`config.mk`:
```
export PLATFORM = sky130hd
export DESIGN_NAME = move_link_tx
export DESIGN_NICKNAME = d
export VERILOG_FILES = /design/src/rtl/move_link_tx.sv
export SDC_FILE = /design/constraint.sdc
export NUM_CORES = 1
export LEC_CHECK = 0
export CORE_MARGIN = 2
export CORE_UTILIZATION = 45
export CTS_CLUSTER_DIAMETER = 100
export DETAILED_ROUTE_END_ITERATION = 7
export GPL_ROUTABILITY_DRIVEN = 0
export PLACE_DENSITY_LB_ADDON = 0.1
export RECOVER_POWER = 100
export SLEW_MARGIN = 0
export SYNTH_ARGS = -nofsm -noshare
export SYNTH_HDL_FRONTEND = slang
export SYNTH_SLANG_ARGS = --single-unit
```
`constraint.sdc`:
```
create_clock -name clk -period 4.6 [get_ports clk]
set_input_delay 0.46 -clock clk [delete_from_list [all_inputs] [get_ports clk]]
set_output_delay 0.46 -clock clk [all_outputs]
set_load 0.005 [all_outputs]
```
`src/rtl/move_link_tx.sv`:
```
// Move-link serial transmitter: sends every change of move_word as an 8N1 frame through a 4-deep FIFO.
// Define LINK_PARITY_EN to insert an even-parity bit between the data bits and the stop bit.
module move_link_tx #(
    parameter int CLK_DIV = 651
) (
    input  logic       clk,
    input  logic       rst,
    input  logic [7:0] move_word,
    output logic       tx,
    output logic       busy,
    output logic       overflow
);
    localparam int BW = (CLK_DIV > 2) ? $clog2(CLK_DIV) : 1;

`ifdef LINK_PARITY_EN
    typedef enum logic [2:0] {IDLE, START, DATA, PARITY, STOP} state_t;
`else
    typedef enum logic [2:0] {IDLE, START, DATA, STOP} state_t;
`endif

    state_t          r_state, w_next;
    logic [7:0]      r_prev;
    logic [7:0]      r_mem [4];
    logic [1:0]      r_wp, r_rp;
    logic [2:0]      r_cnt;
    logic [7:0]      r_shift;
    logic [2:0]      r_bit;
    logic [BW-1:0]   r_baud;
    logic            r_tx, r_busy, r_ovf;
    logic            w_push, w_pop, w_full, w_wr, w_tick, w_txl;
`ifdef LINK_PARITY_EN
    logic            r_par;
`endif

    assign w_push = (move_word != r_prev);
    assign w_pop  = (r_state == IDLE) && (r_cnt != 3'd0);
    assign w_full = (r_cnt == 3'd4);
    // a pop in the same cycle frees a slot, so a full FIFO still accepts
    assign w_wr   = w_push && (!w_full || w_pop);
    assign w_tick = (r_baud == BW'(CLK_DIV - 1));

    always_ff @(posedge clk) begin
        if (w_wr) r_mem[r_wp] <= move_word;
    end

    always_ff @(posedge clk) begin
        if (rst) begin
            r_prev <= 8'd0;
            r_wp   <= 2'd0;
            r_rp   <= 2'd0;
            r_cnt  <= 3'd0;
            r_ovf  <= 1'b0;
        end else begin
            r_prev <= move_word;
            if (w_wr)  r_wp <= r_wp + 2'd1;
            if (w_pop) r_rp <= r_rp + 2'd1;
            r_cnt <= r_cnt + {2'b0, w_wr} - {2'b0, w_pop};
            if (w_push && !w_wr) r_ovf <= 1'b1;
        end
    end

    always_comb begin
        w_next = r_state;
        w_txl  = 1'b1;
        case (r_state)
            IDLE:   if (w_pop) w_next = START;
            START: begin
                w_txl = 1'b0;
                if (w_tick) w_next = DATA;
            end
            DATA: begin
                w_txl = r_shift[0];
`ifdef LINK_PARITY_EN
                if (w_tick && r_bit == 3'd7) w_next = PARITY;
`else
                if (w_tick && r_bit == 3'd7) w_next = STOP;
`endif
            end
`ifdef LINK_PARITY_EN
            PARITY: begin
                w_txl = r_par;
                if (w_tick) w_next = STOP;
            end
`endif
            STOP:   if (w_tick) w_next = IDLE;
            default: w_next = IDLE;
        endcase
    end

    // tx is registered, so the line lags the state by one cycle; every level still lasts CLK_DIV cycles
    always_ff @(posedge clk) begin
        if (rst) begin
            r_state <= IDLE;
            r_tx    <= 1'b1;
            r_busy  <= 1'b0;
            r_baud  <= '0;
            r_bit   <= 3'd0;
            r_shift <= 8'd0;
`ifdef LINK_PARITY_EN
            r_par   <= 1'b0;
`endif
        end else begin
            r_state <= w_next;
            r_tx    <= w_txl;
            r_busy  <= (r_state != IDLE) || (r_cnt != 3'd0);
            if (r_state == IDLE || w_tick) r_baud <= '0;
            else                           r_baud <= r_baud + BW'(1);
            if (w_pop) begin
                r_shift <= r_mem[r_rp];
                r_bit   <= 3'd0;
`ifdef LINK_PARITY_EN
                r_par   <= ^r_mem[r_rp];
`endif
            end else if (r_state == DATA && w_tick) begin
                r_shift <= {1'b0, r_shift[7:1]};
                r_bit   <= r_bit + 3'd1;
            end
        end
    end

    assign tx       = r_tx;
    assign busy     = r_busy;
    assign overflow = r_ovf;
endmodule

```
==> metrics.md <==
| Metric | Value |
|---|---|
| FF+latch area | 1822 um^2 |
| Endpoints failing setup | 0 |
| Avg Inst Size Synth | 12.73 um^2 |
| Max-Cap Viols | 0 |
| Top cells by area, synth | edfxtp_1 (31%), dfxtp_1 (27%), mux4_2 (5.7%), ha_1 (5.6%), xor2_1 (5.0%) |
| Initial cell density of the core | 0.4628 |
| Sink Count | 75 |
| Max Slew Vio Count | 0 |
| H-tree Lvls | 3 |
| Compound-Gate Fraction of Synth Area | 0.04775 |
| Final ANT Viol Nets | 0 |
| Vias per cell | 4.934 |
| FF-to-FF setup slack | 1.73 ns |
| RSZ-0062 raised after global routing | no |
| N_diodes | 0 |
| Mapped Cells | 247 |
| Top FF cell, synth | dfxtp_1 |
| Area share of the largest cell type after synthesis | 0.3056 |
| PD cells | 594.2 nW/um^2 |
| Root Driver | clkbuf_8 |
| Total vias in the final route | 1786 |
| Setup TNS | 0 ns |
| Post-synth ARST share | 0 |
| DP Cell Count | 346 |
| Cts hold-fix bufs | 0 |
| Flops & latches, synth | 75 |
| Die ar. | 7672 um^2 |
| Hold Path Sink | r_shift[7] |
| Footprint of the multi-input gates | 1210 um^2 |
| Hold WC Path Type | register to register |
| Clk slew on worst S/H paths | 0.08 ns |
| Final non-filler cell total | 362 |
| Synth unique cells | 43 |
| CTS resizes | 0 |
| Post-CTS setup buffers | 0 |
| Outcome | finished, final reports clean |
| Top-count cell post-synth | dfxtp_1 |
| Number of CTS-inserted buffers | 9 |
| Critical path data arrival time | 3.18 ns |
| Filler Cells Inserted | 623 |
| Initial antenna violation count | 0 |
| Row count | 30 |
| Area delta synth->final | 14.21% |
| Setup Crit Path Kind | primary input to register |
| Cell leakage power | 0.001366 uW |
| Syn Nets | 272 |
| CTS max path bufs | 2 |
| Chip height | 87.59 um |
| Post-synth EDFFs | 32 |
| Post-synth top cells | dfxtp_1 (43), edfxtp_1 (32), nor2_1 (32) |
| Multiplexer share of the synthesized area | 0.07680 |
| First-pass GRT wire length | 8769 um |
| First drt pass iteration count | 4 |
| Simple-Gate Fraction of Synth Area | 0.1401 |
| Drt drc | 0 |
| Dpl hpwl | 3513 um |
| Crit start category | primary input |
| WHS Path Cells | 2 |
| CORE AREA | 6794 um^2 |
| Cell area after synthesis | 3144 um^2 |
| Routed len/inst | 14.57 um |
| Fin util | 0.5285 |
| Warnings from Yosys | 0 |
| Worst Skew | 0.008853 ns |
| Fmax | 0.3357 GHz |
| Synth area leader | edfxtp_1 |
| Adder-cell area share of the yosys netlist | 0.06208 |
| Largest family of logic cells by synthesized area | simple AND/OR/NAND/NOR gates |
| Grt total ovfl | 0 |
| Top Ports | 13 |
| Worst r2r path cells | 13 |
| Fin nets | 286 |
| Reg-to-Reg End | r_cnt[2] |
| Global Route Usage Sum | 0.1567 |
| Largest net degree at the start of global routing | 24 |
| CTS tree | done |
| VDD IR max | 0.0002281 V |
| Post-synthesis sequential area ratio | 0.5794 |
| Hold path start | r_shift[7] |
| Drt total wl | 5276 um |
| Period minus WS final | 2.979 ns |
| Post-synthesis xor/xnor area fraction | 0.05850 |
| Peak fanout along the critical path | 7 |
| Setup crit end kind | register |
| Reg-to-Reg Start | r_state[0] |
| Slew HR | 0.3686 |
| Clk_lat worst skew | 0.35 ns |
| IO buf count | 12 |
| Tcrit/Tclk final | 0.6477 |
| Final Hold Vio Count | 0 |
| Tightest Pin Transition | 0.9471 ns |
| Layout cells sized above 1 | 0.1203 |
| Die width | 87.59 um |
| Vias in the first global route | 1764 |
| CP required | 4.80 ns |
| DRT iter0 DRCs | 102 |
flip-flops by register name, summed over array words and instances, names as in the netlist, 2 cells and up, named ones only:
| signal | cells |
|---|---|
| r_mem | 32 |
| r_baud | 10 |
| r_bit | 3 |
| r_prev | 8 |
| r_state | 2 |
| r_shift | 8 |
| r_rp | 2 |
| r_wp | 2 |
| r_cnt | 3 |
routing by layer:
layer / track usage / wire (um) / vias up
met4: 0.07972 / 119 / 0
met1: 0.2104 / 2585 / 849
met5: 0 / 0 / -
met2: 0.2404 / 2447 / 20
met3: 0.03393 / 123 / 12
li1: - / - / 905
placed cells by master, fill, tap and decap left out, types with 5 or more instances in the layout:
cell type / n
a2111oi_0: 5
nor3_1: 11
dfxtp_1: 43
clkbuf_8: 9
nor2b_1: 9
xor2_1: 18
edfxtp_1: 32
dlygate4sd3_1: 12
nor2_1: 32
inv_1: 11
mux2i_1: 5
mux4_2: 8
ha_1: 14
worst max-delay path, stage by stage:
cell           delay [ns]
dlygate4sd3_1        0.62
xor2_1               0.17
nor4_1               0.39
a21oi_1              0.25
inv_1                0.12
ha_1                 0.23
inv_1                0.06
ha_1                 0.13
inv_1                0.04
fa_1                 0.37
xor2_1               0.17
xnor2_1              0.13
nor2_1               0.05
layout make-up:
cell class	count	area share
tap	96	0.03345
multi-input combinational	150	0.3369
timing repair buffer	13	0.03449
clock buffer	10	0.03554
inverter	12	0.01394
sequential	75	0.5073
clock inverter	6	0.03833
metrics by stage:
step / hold WS (ns) / total power, uW / instance area, um^2 / setup slack [ns]
CTS: 0.4744 / 2174 / 3596 / 1.687
global placement: 0.4566 / 1494 / 3331 / 1.428
global route: 0.5045 / 2280 / 3591 / 1.268
floorplan: 0.4485 / 1386 / 3144 / 2.169
finish: 0.4759 / 2134 / 3591 / 1.621
detailed placement: 0.4632 / 1503 / 3331 / 1.324
cell families after synthesis:
logic type	after synthesis
xor gates and xnor gates	21
DFF	75
muxes	14
AOI/OAI and AO/OA	19
and+or+nand+nor	81
buffers and inverters	22
adders and majority gates	15
worst max-delay path by stage:
stage,startpoint,slack (ns),endpoint
2_1_floorplan,r_state[0],2.17,r_cnt[2]
3_3_place_gp,move_word[2],1.43,r_cnt[2]
3_5_place_dp,move_word[2],1.32,r_cnt[2]
4_1_cts,r_state[0],1.69,r_cnt[2]
5_1_grt,move_word[2],1.27,r_cnt[2]
6_report,move_word[2],1.62,r_cnt[2]
report_power, final:
part | internal, uW | total, uW | switching [uW]
Combinational | 235 | 538 | 303
Clock | 417 | 660 | 243
Sequential | 845 | 936 | 91.0
(Power assumes the default switching activity.)
